### config.mk
export PLATFORM = sky130hd
export DESIGN_NAME = i3_router_fifo_rdctrl
export DESIGN_NICKNAME = d
export VERILOG_FILES = /design/src/rtl/i3_router_pkg.sv /design/src/rtl/i3_router_stall_wdog.sv /design/src/rtl/i3_router_fifo_rdctrl.sv
export SDC_FILE = /design/constraint.sdc
export NUM_CORES = 1
export LEC_CHECK = 0
export BUFFER_PORTS_ARGS = -buffer_cell sky130_fd_sc_hd__buf_2
export CAP_MARGIN = 20
export CORE_UTILIZATION = 50
export CTS_CLUSTER_DIAMETER = 40
export CTS_CLUSTER_SIZE = 16
export DETAILED_ROUTE_END_ITERATION = 16
export PLACE_DENSITY = 0.79
export SETUP_SLACK_MARGIN = 0.4
export SYNTH_ARGS = -nofsm -noshare
export SYNTH_HDL_FRONTEND = slang
export SYNTH_HIERARCHICAL = 1
export SYNTH_SLANG_ARGS = --single-unit
export TNS_END_PERCENT = 5
### constraint.sdc
create_clock -name clk -period 2.2 [get_ports clk]
set_input_delay 0.44 -clock clk [delete_from_list [all_inputs] [get_ports clk]]
set_output_delay 0.44 -clock clk [all_outputs]
set_load 0.1 [all_outputs]
### src/rtl/i3_router_pkg.sv
// Shared i3_router definitions: flit codes, output/tracker state encodings and
// the packet-protocol rules used by the FIFO read and write controllers.
package i3_router_pkg;

  localparam logic [2:0] FLIT_HEAD = 3'b001;
  localparam logic [2:0] FLIT_BODY = 3'b010;
  localparam logic [2:0] FLIT_TAIL = 3'b110;

  typedef enum logic {
    OUT_EMPTY = 1'b0,
    OUT_FULL  = 1'b1
  } out_state_e;

  typedef enum logic {
    TRK_OUT_PKT = 1'b0,
    TRK_IN_PKT  = 1'b1
  } trk_state_e;

  // True when popping a flit with this code breaks head/body/tail framing.
  function automatic logic flit_violates(input trk_state_e trk, input logic [2:0] code);
    case (code)
      FLIT_HEAD: return (trk == TRK_IN_PKT);
      FLIT_BODY,
      FLIT_TAIL: return (trk == TRK_OUT_PKT);
      default:   return 1'b1;
    endcase
  endfunction

  function automatic trk_state_e trk_after(input trk_state_e trk, input logic [2:0] code);
    case (code)
      FLIT_HEAD: return TRK_IN_PKT;
      FLIT_TAIL: return TRK_OUT_PKT;
      default:   return trk;
    endcase
  endfunction

endpackage

### src/rtl/i3_router_stall_wdog.sv
// Downstream-stall watchdog: saturating count of consecutive stalled cycles
// with a sticky flag once TIMEOUT cycles have been reached.
module i3_router_stall_wdog #(
  parameter int unsigned TIMEOUT = 255
) (
  input  logic clk,
  input  logic rst_n,
  input  logic stall,
  output logic stall_timeout
);

  localparam int unsigned CNT_W = (TIMEOUT < 2) ? 1 : $clog2(TIMEOUT + 1);
  localparam logic [CNT_W-1:0] CNT_MAX = CNT_W'(TIMEOUT);

  logic [CNT_W-1:0] cnt_reg, cnt_next;
  logic             timeout_reg, timeout_next;

  // Any non-stalled cycle is either a transfer or an empty output register,
  // both of which restart the count.
  always_comb begin
    cnt_next     = '0;
    timeout_next = timeout_reg;
    if (stall) begin
      cnt_next = (cnt_reg == CNT_MAX) ? cnt_reg : cnt_reg + CNT_W'(1);
      if (cnt_next == CNT_MAX) timeout_next = 1'b1;
    end
  end

  always_ff @(posedge clk or negedge rst_n) begin
    if (!rst_n) begin
      cnt_reg     <= '0;
      timeout_reg <= 1'b0;
    end else begin
      cnt_reg     <= cnt_next;
      timeout_reg <= timeout_next;
    end
  end

  assign stall_timeout = timeout_reg;

endmodule

### src/rtl/i3_router_fifo_rdctrl.sv
// Router output-FIFO read controller: one-entry output register feeding the
// downstream router, with packet framing checks, packet counter and watchdog.
module i3_router_fifo_rdctrl
  import i3_router_pkg::*;
#(
  parameter int unsigned DATA_W  = 32,
  parameter int unsigned TIMEOUT = 255
) (
  input  logic              clk,
  input  logic              rst_n,
  input  logic              FIFO_empty,
  input  logic [2:0]        FIFO_head,
  input  logic [DATA_W-1:0] FIFO_dout,
  output logic              FIFO_rd,
  output logic              output_req,
  output logic [2:0]        output_head,
  output logic [DATA_W-1:0] output_data,
  input  logic              output_bussy,
  output logic              proto_err,
  output logic              stall_timeout,
  output logic [15:0]       pkt_cnt
);

  out_state_e        state_reg, state_next;
  trk_state_e        trk_reg, trk_next;
  logic [2:0]        head_reg;
  logic [DATA_W-1:0] data_reg;
  logic              err_reg, err_next;
  logic [15:0]       pkt_cnt_reg;
  logic              transfer;
  logic              pop_req;

  assign transfer = (state_reg == OUT_FULL) && !output_bussy;

  always_comb begin
    state_next = state_reg;
    pop_req    = 1'b0;
    case (state_reg)
      OUT_EMPTY: begin
        if (!FIFO_empty) begin
          pop_req    = 1'b1;
          state_next = OUT_FULL;
        end
      end
      OUT_FULL: begin
        if (transfer) begin
          if (!FIFO_empty) pop_req = 1'b1;
          else             state_next = OUT_EMPTY;
        end
      end
      default: state_next = OUT_EMPTY;
    endcase
  end

  // The state register already sits in EMPTY during reset; rst_n keeps the
  // FIFO from popping while the controller is held.
  assign FIFO_rd = pop_req && rst_n;

  always_comb begin
    trk_next = trk_reg;
    err_next = err_reg;
    if (pop_req) begin
      if (flit_violates(trk_reg, FIFO_head)) err_next = 1'b1;
      trk_next = trk_after(trk_reg, FIFO_head);
    end
  end

  always_ff @(posedge clk or negedge rst_n) begin
    if (!rst_n) begin
      state_reg   <= OUT_EMPTY;
      trk_reg     <= TRK_OUT_PKT;
      err_reg     <= 1'b0;
      head_reg    <= '0;
      data_reg    <= '0;
      pkt_cnt_reg <= '0;
    end else begin
      state_reg <= state_next;
      trk_reg   <= trk_next;
      err_reg   <= err_next;
      if (pop_req) begin
        head_reg <= FIFO_head;
        data_reg <= FIFO_dout;
      end
      if (transfer && (head_reg == FLIT_TAIL)) pkt_cnt_reg <= pkt_cnt_reg + 16'd1;
    end
  end

  i3_router_stall_wdog #(
    .TIMEOUT(TIMEOUT)
  ) u_stall_wdog (
    .clk          (clk),
    .rst_n        (rst_n),
    .stall        (output_req && output_bussy),
    .stall_timeout(stall_timeout)
  );

  assign output_req  = (state_reg == OUT_FULL);
  assign output_head = head_reg;
  assign output_data = data_reg;
  assign proto_err   = err_reg;
  assign pkt_cnt     = pkt_cnt_reg;

endmodule
# After elaboration in Yosys (flattened, before gate mapping)
# Cells that the tools add are included.
totals:
  ff_bits: 63
  input_bits: 39
  out_inout_bits: 55
  elab_cells: 38
classes:
  muxes: 10
  bitwise: 2
  n_eq_ne: 6
  reduce_logical: 10
  addsub: 2
op_table:
  columns: ["cell", "count"]
  rows:
  - ["16-bit by 1-bit adder with 16-bit output (second input constant)", 1]
  - ["8-bit equality test (second input constant)", 2]
  - ["8-bit two-way mux", 2]
  - ["8-bit by 1-bit adder with 8-bit output (second input constant)", 1]
  - ["1-bit case mux with 2 select lines", 4]
  - ["3-bit equality test (second input constant)", 2]
  - ["2-bit AND reduction", 3]
  - ["1-bit logical AND", 4]
  - ["1-bit two-way mux", 4]
  - ["3-bit by 1-bit equality test with 1-bit output (second input constant)", 1]
  - ["3-bit by 2-bit equality test with 1-bit output (second input constant)", 1]
  - ["1-bit inverter", 2]
  - ["2-bit nonzero test", 1]
  - ["2-bit OR reduction", 1]
  - ["1-bit logical NOT", 1]

# Logic depth before layout (Yosys ltp)
logic_depth:
  word_depth: 6
  mapped_depth: 6
  mapped_depth_nobuf: 5

# By module
# Netlist, hierarchy kept.
by_module_without_submodules:
  columns: ["mod", "cells_each", "area_per_inst_um2", "n_inst", "seq_area_each_um2"]
  rows:
  - ["i3_router_fifo_rdctrl", 152, 2267.2, 1, 1351.3]
  - ["i3_router_stall_wdog", 57, 585.6, 1, 225.2]

# Least setup slack after synthesis
# OpenSTA, ideal clock, no wires.
synth_path:
  path_kind: "reg2out"
  startpoint: "register state_reg (netlist: output_req)"
  endpoint: "output FIFO_rd"
  n_path_buf: 2
  required_time_ns: 1.760
  path_slack_ns: -0.495
  t_arrival_ns: 2.255
  stages_incl_launch_ff: 6
  path_cell_list: "dfrtp_1 and2_4 nor2_4 buf_6 buf_6 and2_1"
synth_via:
  elab_chain_len: 4
  elab_cells_between_ends: 5
  classes_between: "mux: 2; bitwise: 1; reduce/logical: 2"
synth_rtl:
  columns: ["element", "line_no", "source"]
  rows:
  - ["from (decl)", "i3_router_fifo_rdctrl.sv:24", "out_state_e state_reg, state_next;"]
  - ["from (signal assigned)", "i3_router_fifo_rdctrl.sv:77", "state_reg <= state_next;"]
  - ["1-bit logical AND", "i3_router_fifo_rdctrl.sv:33", "assign transfer = (state_reg == OUT_FULL) && !output_bussy;"]
  - ["1-bit two-way mux", "i3_router_fifo_rdctrl.sv:46", "if (transfer) begin"]
  - ["1-bit case mux with 2 select lines *", "i3_router_fifo_rdctrl.sv:38", "case (state_reg)"]
  - ["1-bit logical AND *", "i3_router_fifo_rdctrl.sv:57", "assign FIFO_rd = pop_req && rst_n;"]
  - ["to (decl)", "i3_router_fifo_rdctrl.sv:14", "output logic FIFO_rd,"]
# Every way passes the cells marked *; elsewhere a longest branch is shown, timed or not.

# Worst setup path after layout
# Ends and elaborated chain as after synthesis.

==> impl_summary.md <==
Status
The flow ran to the end, and the final reports show no timing, DRC or antenna violations.

Critical path
The endpoint of the most critical register-to-register path is u_stall_wdog/stall_timeout. Traced cell by cell, the critical path runs through and2_4 -> nor2_4 -> and2_4 -> buf_12. The maximum net fanout on the critical path is 4. The count of cells along the worst register-to-register path is 5.

The buffering stage count on the worst path with inverters included is 1. Among all stages on the critical path, the largest delay is contributed by dfrtp_4. Among cell families on the critical path, the largest total delay comes from flip-flops. The largest single stage delay on the critical path is 0.49 ns. The worst register-to-register path has a setup slack of 0.44 ns.

The reg-to-reg startpoint is u_stall_wdog/cnt_reg[0]. At the worst endpoint, the arrival time is 1.41 ns. The endpoint required time on the critical path is 1.76 ns. The category of the critical setup timing path is register to primary output.

The critical path's most frequent cell is and2_4. STA classifies the critical path endpoint as a primary output. The worst setup path is launched from a register.

Placed design
The count of buffers inserted at the top-level ports is 93. The final HPWL from detailed placement is 3.97 mm. The congestion estimate from routability-driven global placement came to 0.830.

Final layout
The post-route netlist has 54.1% of its cells at a drive strength greater than 1. The register with the most flip-flops in the layout has 32 of them. The antenna diode count is 0.

The library cell used most frequently in the layout, excluding fill and tap cells, is buf_2. The final net count is 350. Relative to the synthesized area, the layout overhead comes to 26.3%. The final standard cell utilization of the core is 65.4%. The top cell types in the final layout, fill and taps aside, are buf_2 (92), dfrtp_1 (52), mux2_2 (19), mux2_4 (17), xnor2_1 (12).

Timing
The final-report max-slew violation count is 0. The worst relative slew slack is 48.1%. The period utilization is 84.0%. For the pin with the worst max-slew slack, the measured transition is 0.778 ns.

For the final routed database, the setup TNS stands at 0 ns. The worst hold-check slack is 0.335 ns. The number of endpoints with negative hold slack in the final report came to 0.

Setup repair after global routing could not meet its margin everywhere. The minimum period implied by the final worst setup slack is 1.85 ns. Based on the critical path, the design can be clocked at up to 541 MHz.

The number of endpoints failing setup at the final stage is 0. The clock skew is 0.0109 ns.

Pwr
The overall power is 0.00376 W. In this run the static leakage power is 1.78 nW. IR analysis of the VDD net gives a maximum drop of 0.000942 V. Power spread over the standard cell area amounts to 1040 nW/µm².

Synth
In this run, distinct cell masters in the synthesized netlist total 44. By area the synthesized netlist is led by dfrtp_1 (55%), mux2_4 (8.9%), mux2_2 (7.5%), xnor2_1 (3.7%), xor2_1 (1.8%). The average instance in the mapped netlist occupies 13.6 µm². The fraction of synthesis flops using an asynchronous set or reset pin is 100%. For this run, the number of Yosys warnings is 6.

The synthesized netlist occupies a cell area of 2850 µm². The share of the synthesized area in the top cell type is 55.3%. The number of synthesized register bits is 63.

The instance count of the mapped netlist is 209. Sequential elements use 55.3% of the synthesized area. The library cell occupying the most area in the post-synthesis netlist is dfrtp_1. The primary flip-flop cell chosen by synthesis mapping is dfrtp_1. The net count after synthesis is 250. The synthesized design contains 0 enable-type register cells.

Clocking
The maximum buffer depth of the clock tree is 2. The TritonCTS sink count is 63. Clock tree synthesis inserted a total of 9 buffers. The clock slew seen by the registers of the worst setup and hold paths is 0.07 ns.

The CTS tree is yes. The clock reaches the later pin of the worst-skew pair after 0.33 ns. The deepest level of the CTS H-tree is 3. Post-CTS repair changed the size of 0 cells. The tree is rooted in a clkbuf_8. For this design, the CTS-stage hold fixing added 0 buffers.

Route
The first routing iteration left 131 violations. The total wire length after detailed routing is 5.80 mm. Using the TritonRoute via totals, the vias-per-cell ratio works out to 5.24. In the routed design, unresolved DRC markers number 0. After detailed routing, the average wire length per cell comes to 15.0 µm. The first TritonRoute pass finished after 4 iterations. The count of nets left with antenna violations once routing finished came out at 0. The via count is 2,021.

Die
The die covers 6010 µm². The floorplan die width is 77.5 µm. Once the floorplan was initialized, standard cells occupied 51.8% of the core. The core area is 5510 µm². The die is 77.5 µm tall.

The number of core rows is 27. For this design the top-level I/O count stands at 94.

Global routing
The combined global-route utilization of all metal layers is 21.0%. The number of global-route vias before repair came to 2,033. The initial antenna violation count is 0. The remaining global-route overflow is 0. The wire length of the first global-routing pass is 9.68 mm. Entering global routing, the biggest net connects 64 pins.

Worst hold path
The capture endpoint of the worst hold path is output_data[0]. The worst min-delay path startpoint is FIFO_dout[0]. The number of instances on the worst hold path is 2. The path class of the tightest hold or removal check is input port to register.

Run
Across the run, the number of max-cap violations was 0.
worst reg2reg max path, cell delays in order, from the launching register on:
cell and delay, ns:
dfrtp_1 0.44, ha_1 0.32, nand3_1 0.22, nor2_2 0.12, a221o_1 0.33, a41o_1 0.23
Yosys cell counts, drive strengths merged, types with 2 or more instances:
cell    count
nor2        7
and3        3
nor3        4
xor2        6
nand3      10
nand4       6
o21ai       4
and4        3
nand3b      3
nor2b       3
xnor2      12
o21a        2
ha          2
buf         7
nand2      10
mux2       36
dfrtp      63
a21oi       2
mux2i       2
nand2b      2
a31oi       3
inv         3
and2        6
stage by stage:
stage,area [µm²],instances,setup slack (ns)
2_1_floorplan,2880,209,0.228
4_1_cts,3590,385,0.297
3_5_place_dp,3390,368,0.481
5_1_grt,3600,386,0.311
3_3_place_gp,3390,368,0.535
6_report,3600,386,0.353
report_power, final:
group / leakage, nW / internal (W) / switching [W]
sequential: 0.768 / 0.00129 / 0.0000939
combinational: 0.913 / 0.000268 / 0.00109
clock: 0.0996 / 0.000585 / 0.000433
worst max path at each step:
stage | start | end | slack [ns] | depth (start not counted)
detailed placement | u_stall_wdog/cnt_reg[0] | u_stall_wdog/stall_timeout | 0.48 | 5
global placement | u_stall_wdog/cnt_reg[0] | u_stall_wdog/stall_timeout | 0.53 | 5
finish | output_req | FIFO_rd | 0.35 | 4
floorplan | output_req | FIFO_rd | 0.23 | 5
global route | output_req | FIFO_rd | 0.31 | 4
CTS | output_req | FIFO_rd | 0.30 | 4
cell type report:
cell class,count,area (µm²)
clock buffer,13,159
clock inverter,3,42.5
fill,443,1900
inverter,3,11.3
multi-input combinational,135,1180
sequential,63,1590
tap,72,90.1
timing repair buffer,97,523
cells by family (layout without fill, tap and decap cells):
family                   count (synthesis)  after routing  share of synthesized area [%]
AO/OA/AOI/OAI                           18             18                           4.39
XOR/XNOR                                18             18                           5.53
adder cells (fa/ha/maj)                  2              2                          0.877
buffers and inverters                   11            116                           3.33
flip-flops                              63             63                           55.3
multiplexers                            38             38                           17.6
AND/OR/NAND/NOR                         59             59                           13.0
per-layer routing:
metal  vias to the layer above  track usage, %  wire, µm
met5                         -               0         0
met4                         0            10.2       131
met3                        12            5.41       316
met2                        77            31.8      2770
met1                       990            28.2      2580
li1                        942               -         -
what timing repair did:
action | CTS | global route
setup endpoints to repair | 1 | 3
buffers inserted | 1 | 1
pin swaps | 1 | 2
Power figures use the tool's default switching activity.
